[config.mk]
export PLATFORM = sky130hd
export DESIGN_NAME = lru_update_unit
export DESIGN_NICKNAME = d
export VERILOG_FILES = /design/src/rtl/lru_update_unit.sv
export SDC_FILE = /design/constraint.sdc
export NUM_CORES = 1
export LEC_CHECK = 0
export ABC_CLOCK_PERIOD_IN_PS = 1450
export BUFFER_PORTS_ARGS = -buffer_cell sky130_fd_sc_hd__buf_4
export CAP_MARGIN = 20
export CORE_UTILIZATION = 40
export DETAILED_ROUTE_END_ITERATION = 8
export PLACE_DENSITY_LB_ADDON = 0.3
export SKIP_LAST_GASP = 1
export SYNTH_ARGS = -nofsm -noshare
export SYNTH_HDL_FRONTEND = slang
export SYNTH_SLANG_ARGS = --single-unit
[constraint.sdc]
create_clock -name clk -period 1.45 [get_ports clk]
set_clock_uncertainty 0.15 [all_clocks]
set_input_delay 0.145 -clock clk [delete_from_list [all_inputs] [get_ports clk]]
set_output_delay 0.145 -clock clk [all_outputs]
set_load 0.05 [all_outputs]
[src/rtl/lru_update_unit.sv]
// rtl/lru_update_unit.sv - LRU ordering read-modify-write controller (option: LRU_SKIP_MRU_WRITE_EN)
module lru_update_unit #(
    parameter int INDEX_W = 5
) (
    input  logic               clk,
    input  logic               rst_n,
    input  logic               access_valid,
    output logic               access_ready,
    input  logic [INDEX_W-1:0] access_index,
    input  logic [1:0]         access_way,
    output logic [1:0]         victim_way,
    output logic               update_done,
    output logic [INDEX_W-1:0] lru_index,
    input  logic [7:0]         lru_rdata,
    output logic               lru_write,
    output logic [7:0]         lru_wdata
);

    typedef enum logic {IDLE, UPDATE} state_t;

    localparam logic [7:0] INIT_ORDER = 8'b11100100;

    state_t             state, state_nxt;
    logic [INDEX_W-1:0] idx_q;
    logic [7:0]         wdata_q;
    logic [1:0]         victim_q;
    logic               accept;
    logic               skip;
    logic [7:0]         new_order;

    // Promote way to MRU; the first matching slot from the MRU end wins, so a
    // partially corrupt ordering still yields a deterministic result.
    function automatic logic [7:0] promote(input logic [7:0] ord, input logic [1:0] way);
        logic [7:0] res;
        if (ord[7:6] == way)
            res = ord;
        else if (ord[5:4] == way)
            res = {way, ord[7:6], ord[3:0]};
        else if (ord[3:2] == way)
            res = {way, ord[7:4], ord[1:0]};
        else if (ord[1:0] == way)
            res = {way, ord[7:2]};
        else begin
            case (way)
                2'd0:    res = {2'd0, 2'd3, 2'd2, 2'd1};
                2'd1:    res = {2'd1, 2'd3, 2'd2, 2'd0};
                2'd2:    res = {2'd2, 2'd3, 2'd1, 2'd0};
                default: res = {2'd3, 2'd2, 2'd1, 2'd0};
            endcase
        end
        return res;
    endfunction

`ifdef LRU_SKIP_MRU_WRITE_EN
    assign skip = (access_way == lru_rdata[7:6]);
`else
    assign skip = 1'b0;
`endif

    assign accept    = (state == IDLE) && access_valid;
    assign new_order = promote(lru_rdata, access_way);

    always_ff @(posedge clk or negedge rst_n) begin
        if (!rst_n)
            state <= IDLE;
        else
            state <= state_nxt;
    end

    always_comb begin
        state_nxt = state;
        case (state)
            IDLE:    if (accept && !skip) state_nxt = UPDATE;
            default: state_nxt = IDLE;
        endcase
    end

    always_comb begin
        access_ready = 1'b1;
        lru_index    = access_index;
        victim_way   = lru_rdata[1:0];
        lru_write    = 1'b0;
        update_done  = 1'b0;
        lru_wdata    = wdata_q;
        if (state == UPDATE) begin
            access_ready = 1'b0;
            lru_index    = idx_q;
            victim_way   = victim_q;
            lru_write    = 1'b1;
            update_done  = 1'b1;
        end
    end

    always_ff @(posedge clk or negedge rst_n) begin
        if (!rst_n) begin
            idx_q    <= '0;
            wdata_q  <= INIT_ORDER;
            victim_q <= 2'd0;
        end else if (state == IDLE) begin
            victim_q <= lru_rdata[1:0];
            if (accept) begin
                idx_q   <= access_index;
                wdata_q <= new_order;
            end
        end
    end

endmodule
== After elaboration in Yosys (flattened, before gate mapping) ==
Cells that the tools add are included.

* Output and inout port bits: 18
* Flip-flop bits (word level): 16

* Mux-type cells: 11
* Reduce and logical (&&, ||, !) cells: 3
* Equality and inequality tests: 6
* Bitwise logic cells: 1

{| class="wikitable"
|+ Operators by type and width
! kind !! count
|-
| $mux 8 || 4
|-
| $pmux 8 s3 || 1
|-
| $eq 2x2->1 || 4
|-
| $mux 5 || 1
|-
| $mux 1 || 4
|-
| $eq 2x1->1 const B || 1
|-
| $eq 2x2->1 const B || 1
|-
| $logic_not 2->1 || 1
|-
| $mux 2 || 1
|-
| $reduce_and 2->1 || 1
|-
| $logic_and 1x1->1 || 1
|-
| $not 1->1 || 1
|}

== Depth between registers and ports, before layout ==
Gate-level depths: netlist (run 1).

* Depth in word-level cells: 6
* Depth in mapped cells: 7

== Worst setup path after synthesis (run 1) ==
No wires, ideal clock.

* Path kind: register -> register
* Start point: register state
* End point: register wdata_q[4] (netlist: lru_wdata[4])
* Arrival time: 1.717 ns
* Setup time: 0.132 ns
* Buffers on the path: 3
* Slack: -0.548 ns
* Cell stages (with the launch flop): 8
* Period minus slack after synthesis: 1.998 ns
* Cell sequence: dfrtp_1 > buf_2 > nand2b_1 > clkbuf_1 > inv_1 > buf_2 > a31oi_1 > o41ai_1

* Cells in the longest elaborated chain, start to end: 3

{| class="wikitable"
|+ RTL lines
! item !! line !! RTL
|-
| start: declaration || 23 || <nowiki>state_t state, state_nxt;</nowiki>
|-
| start signal: assignment || 67 || <nowiki>state <= state_nxt;</nowiki>
|-
| $not 1->1 (*) || -- ||
|-
| $logic_and 1x1->1 || 60 || <nowiki>assign accept = (state == IDLE) && access_valid;</nowiki>
|-
| $reduce_and 2->1 (no line) (*) || -- ||
|-
| end signal: assignment || 103 || <nowiki>wdata_q <= new_order;</nowiki>
|-
| end: declaration || 25 || <nowiki>logic [7:0] wdata_q;</nowiki>
|}

Mark *: on every way between the ends. The rest lies on a longest branch, timed or not.
A chain may end at the register's enable or synchronous reset.

== Final worst setup path (run 1) ==
* Start point: register state
* End point: output lru_index[0]

* Cells in the longest elaborated chain, start to end: 1

{| class="wikitable"
|+ RTL lines
! item !! line !! RTL
|-
| $mux 5 || 85 || <nowiki>if (state == UPDATE) begin</nowiki>
|-
| end: declaration || 13 || <nowiki>output logic [INDEX_W-1:0] lru_index,</nowiki>
|}

No other way between the ends.

==> results.txt, run 1 <==
Worst path max stage delay = 490 ps
initial core utilization = 0.430
pin count of the biggest net entering global routing = 17
crit path max-delay cell type = dfrtp_2
nets@finish = 170
Top Ports = 36
vias = 891
Worst-Skew Late Latency = 290 ps
fin crit share = 1.11
Core ar. = 0.00223 mm2
met3 GRT Util = 0.0208
Detailed Route WL = 2.42 mm
Synth area leaders = dfrtp_1 (31%), dfstp_2 (11%), mux2_2 (8.2%), nand2_1 (7.4%), xnor2_1 (3.7%)
syn avg cell area = 10.0 um2
Root Buffer Master = clkbuf_4
status = finished with violations
final worst path period need = 1610 ps
CTS tree = built
Max-slew headroom = 0.805
Area Overhead vs Synth = 58.5%
WL/cell = 13.5 um
CP Max Fanout = 8
Worst Setup End Kind = output port
Die Wd = 51.0 um
Max Clk Rate = 619 MHz
worst slack, placed = -175 ps
Die ar. = 0.00260 mm2
RSZ-0062 raised after global routing = true
hold path startpoint = access_valid
final setup fails = 11
total power = 1.63 mW
CTS H-tree lvls = 1
Post-DP HPWL = 1.73 mm
CP delay by family, top = flip-flops
initial antenna violation count = 0
Finished Layout Cells = 179
Die Ht = 51.0 um
number of distinct library cells after synthesis = 33
Synth Net Count = 114
number of global-route vias before repair = 902
global-route wire length before repair = 4.02 mm
Fillers = 189
DRC Markers = 0
Yosys reg bits = 16
Cells after Synth = 96
CP startpoint = state
clk sink count = 16
Tightest Hold Check Type = in -> reg
biggest area consumer among synthesized cells = dfrtp_1
Ys Warns = 0
Antenna Violating Nets Remaining = 0
failing checks = setup timing
grt peak-use layer = met2
flop2flop setup slack = -110 ps
worst path bufs/invs = 1
final slew viol count = 0
DR iter-0 viols = 16
Arrival @ worst endpoint = 1320 ps
drt pass-1 iters = 4
sequential cell area fraction in the yosys report = 0.422
CTS max path bufs = 2
GR met1 Demand/Resource = 0.286
Leak = 0.737 nW
final worst setup slack = -165 ps
RePlAce Congestion = 0.847
TritonCTS buffer count = 3
fin util = 0.681
reg2reg start = state
# rows = 17
max-cap violations = 0
crit path kind = reg -> out
P per Cell Area = 1070 mW/mm2
Critical Path Source Type = register
Slew @ Worst Pin = 292 ps
GR Overflow Total = 0
VDD IR-drop max = 0.820 mV
crit path cell chain = mux2_2 -> buf_6
met2 Usage GRT = 0.336
antenna diode count = 0
layout cells sized above 1 = 0.517
clk slew on worst S/H paths = 100 ps
top cell type's share of synthesized area = 0.313
Via density = 4.98
Post-Syn Area = 960 um2
Global Route Usage Sum = 0.209
# port buffers = 35
required time of the worst setup path = 1150 ps
Hold Slack = 9.85 ps
placed cells = 167
Hold Violations, Final = 0
==> layout by cell type, fill, tap and decap left out, types with 4 or more instances in the layout <==
master	n
a31oi_1	4
and2_1	4
buf_4	41
buf_6	10
dfrtp_1	11
dfstp_2	4
dlygate4sd3_1	6
mux2_2	5
nand2_1	19
==> power breakdown <==
part	switching (mW)	internal, mW
combinational	0.448	0.314
sequential	0.0374	0.527
clock	0.146	0.153
==> logic make-up (layout without fill, tap and decap cells) <==
kind of cell,after synthesis,count (layout),synth area share
AND/OR/NAND/NOR,32,33,0.168
AO/OA/AOI/OAI,20,20,0.153
flip-flops,16,16,0.422
buffers and inverters,11,65,0.0652
multiplexers,9,9,0.103
XOR/XNOR,8,8,0.0887
==> worst min-delay path, cell delays in order <==
cell and delay, ps:
buf_4 130, nand2b_4 90, o31ai_1 80
==> synth_stat cells (all sizes together) <==
master   count
a211oi       1
a21oi        1
a2bb2o       1
a2bb2oi      1
a31o         1
a31oi        4
and2         5
and4         1
buf          5
clkbuf       2
dfrtp       12
dfstp        4
inv          4
mux2         7
mux2i        2
nand2       19
nand2b       1
nand4bb      1
nor2         3
nor3b        1
o211ai       1
o21ai        4
o21bai       1
o2bb2ai      1
o31ai        3
o41ai        1
or4b         1
xnor2        4
xor2         4
==> worst paths after layout <==
kind | depth (start not counted) | endpoint
max in group asynchronous | 2 | lru_wdata[7]
min reg2reg | 2 | lru_wdata[7]
min | 3 | lru_wdata[2]
max reg2reg | 5 | lru_wdata[4]
min in group asynchronous | 2 | lru_wdata[0]
max | 2 | lru_index[0]
==> stage by stage <==
stage	TNS, ps	instance area (um2)
final	-1200	1520
after global routing	-2360	1520
after CTS	-1320	1480
after detailed placement	-487	1350
after global placement	-284	1350
after floorplan	-1320	1010
==> sequential cells by signal, summed over array words and instances (netlist names) <==
name,flops
idx_q,5
lru_wdata,8
state,1
victim_q,2
==> final cells by class <==
| class | instances | area (um2) | share of cell area |
|---|---|---|---|
| multi-input combinational | 70 | 543 | 0.357 |
| timing repair buffer | 57 | 480 | 0.316 |
| sequential | 16 | 407 | 0.267 |
| clock buffer | 4 | 36.3 | 0.0238 |
| tap | 28 | 35.0 | 0.0230 |
| inverter | 4 | 20.0 | 0.0132 |
==> metal layers <==
layer / vias to the layer above / share of wire / wire length [um]
li1: 445 / - / -
met3: 5 / 0.049 / 119
met1: 413 / 0.43 / 1040
met5: - / 0 / 0
met4: 0 / 0.014 / 34
met2: 28 / 0.51 / 1220
==> timing repair <==
| action | CTS | global route |
|---|---|---|
| cloned | 0 | 1 |
| gates resized for setup | 7 | 12 |
| setup buffers | 1 | 0 |
| endpoints found under the hold margin | 21 | 0 |
| hold buffers | 6 | 0 |
| endpoints found under the setup margin | 7 | 24 |
| pin swaps | 0 | 1 |
Note: power is estimated with default switching activity, not from simulation.
==> run 2, diff against run 1 <==
- ABC_CLOCK_PERIOD_IN_PS: 1450 -> 1300
- clock period: 1.45 -> 1.3 ns (I/O delays scaled with it)
==> run 2 against run 1 <==
Against the previous run:
- sequential share of layout area shrank 2.4 points
- combinational power increased by 27%
- largest cell class is now non-clock buffers
- flip-flop and latch count is the same
- wire length grew 14%
- critical path type unchanged
- the run still ends with setup timing left
- via count increased by 5.7%
- non-clock buffer count rose by 8
- register-to-register slack got worse by 120 ps
==> results.txt, run 2 (synthesized netlist as in run 1, its figures left out) <==
clk slew on worst S/H paths = 110 ps (about the same)
initial core utilization = 0.430 (unchanged)
# rows = 17 (unchanged)
clk sink count = 16 (unchanged)
Via density = 5.06 (+1.7%)
Worst-Skew Late Latency = 280 ps (about the same)
total power = 1.95 mW (+20%)
internal power = 1.19 mW (+19%)
crit path kind = reg -> out
Leak = 0.799 nW (+8.5%)
number of global-route vias before repair = 915 (+1.4%)
number of flip-flops in the largest register = 8 (unchanged)
Tightest Hold Check Type = in -> reg
Top Ports = 36 (unchanged)
switching share of power = 0.391 (+0.00255)
vias = 942 (+5.7%)
DR iter-0 viols = 8 (-8)
worst path bufs/invs = 2 (+1)
GR Overflow Total = 0 (unchanged)
CP delay by family, top = flip-flops
status = finished with violations
fin util = 0.747 (+0.0661)
Reg power frac = 0.327 (-0.020)
Detailed Route WL = 2.76 mm (+14%)
Min-Delay Path Depth = 3 (unchanged)
r2r worst-path depth = 5 (unchanged)
Global Route Usage Sum = 0.220 (+0.0107)
logic gate share of total power = 0.496 (+0.027)
Area Overhead vs Synth = 73.9%
Max-slew headroom = 0.773 (-0.0314)
WL/cell = 14.8 um (+9.8%)
CTS H-tree lvls = 1 (unchanged)
CTS tree = built
layout cells sized above 1 = 0.601 (+0.0847)
antenna diode count = 0 (unchanged)
Arrival @ worst endpoint = 1330 ps (about the same)
Slew @ Worst Pin = 339 ps (+46.9 ps)
VDD IR-drop max = 0.785 mV (-4.3%)
final worst setup slack = -308 ps (-144 ps)
Post-DP HPWL = 1.70 mm (-1.4%)
final slew viol count = 0 (unchanged)
drt pass-1 iters = 4 (unchanged)
crit path cell chain = buf_6 -> mux2_4 -> buf_8
Crit path depth = 3 (+1)
Core ar. = 0.00223 mm2 (unchanged)
Root Buffer Master = clkbuf_4
Worst Setup End Kind = output port
Placed Instance Area = 0.00138 mm2 (+2.2%)
P per Cell Area = 1170 mW/mm2 (+9.1%)
failing checks = setup timing
RePlAce Congestion = 0.810 (-4.4%)
Switch Pwr = 0.761 mW (+21%)
most common cell after layout, fill and taps aside = buf_4
fin crit share = 1.24
most frequent cells in the layout = buf_4 (40), nand2_1 (17), buf_6 (14)
crit path max-delay cell type = dfrtp_2
Worst path max stage delay = 440 ps (-50 ps)
CP Max Fanout = 4 (-4)
Die Ht = 51.0 um (unchanged)
pin count of the biggest net entering global routing = 17 (unchanged)
Hold Slack = 9.30 ps (-0.550 ps)
# port buffers = 35 (unchanged)
RSZ-0062 raised after global routing = true
TritonCTS buffer count = 3 (unchanged)
required time of the worst setup path = 1020 ps (-130 ps)
CTS max path bufs = 2 (unchanged)
initial antenna violation count = 0 (unchanged)
Die ar. = 0.00260 mm2 (unchanged)
Critical Path Source Type = register
Antenna Violating Nets Remaining = 0 (unchanged)
Design Area, Final = 0.00167 mm2 (+9.7%)
max-cap violations = 0 (unchanged)
global-route wire length before repair = 4.28 mm (+6.4%)
DRC Markers = 0 (unchanged)
clock network power share = 0.177 (-0.007)
Die Wd = 51.0 um (unchanged)
final setup fails = 24 (+13)
final worst path period need = 1610 ps
Hold Violations, Final = 0 (unchanged)
nets@finish = 177 (+4.1%)
Max Clk Rate = 622 MHz
-- run 2: final timing paths --
path                                   start            end  slack, ps
worst max-delay path                   state  victim_way[1]       -310
max in group asynchronous              rst_n   lru_wdata[6]        680
worst max register to register         state   lru_wdata[4]       -230
worst min-delay path            lru_rdata[7]   lru_wdata[5]          9
worst min register to register  lru_wdata[7]   lru_wdata[7]        340
min in group asynchronous              rst_n   lru_wdata[3]         70
-- run 2: layout make-up --
| cell class | instances | area [um2] |
|---|---|---|
| timing repair buffer | 65 | 598 |
| multi-input combinational | 69 | 571 |
| inverter | 4 | 22.5 |
| sequential | 16 | 407 |
| fill | 160 | 564 |
| tap | 28 | 35.0 |
| clock buffer | 4 | 36.3 |
-- run 2: worst reg2reg max path: stages, from the launching register on --
cell and delay (ps):
dfrtp_2 440, buf_4 160, nand2b_4 200, and2_1 190
a31oi_1 190, o41ai_2 100
-- run 2: repair_timing --
item / 4_1_cts / 5_1_grt
pin swaps: 0 / 2
buffers inserted: 3 / 2
endpoints found under the hold margin: 21 / 0
resized for setup: 22 / 21
hold buffers: 6 / 0
setup endpoints to repair: 24 / 26
-- run 2: metal layers --
| layer | part of all wire | global-route usage | routed length (um) | vias to the layer above |
|---|---|---|---|---|
| met5 | 0 | 0 | 0 | - |
| met2 | 0.52 | 0.360 | 1450 | 29 |
| met4 | 0.0058 | 0.0602 | 16 | 0 |
| met1 | 0.43 | 0.303 | 1180 | 455 |
| li1 | - | - | - | 456 |
| met3 | 0.042 | 0.0298 | 117 | 2 |
-- run 2: through the flow --
step / worst slack [ps] / TNS [ps] / cells
global route: -345 / -5690 / 186
detailed placement: -307 / -1270 / 171
global placement: -237 / -990 / 171
floorplan: -271 / -4520 / 96
finish: -308 / -4540 / 186
CTS: -283 / -2980 / 184
-- run 2: power groups by stage --
stage	sequential, mW	clock, mW	combinational [mW]
global placement	0.634	0	0.788
floorplan	0.809	0	0.360
CTS	0.629	0.342	0.879
global route	0.647	0.373	1.02
detailed placement	0.640	0	0.795
finish	0.637	0.344	0.966
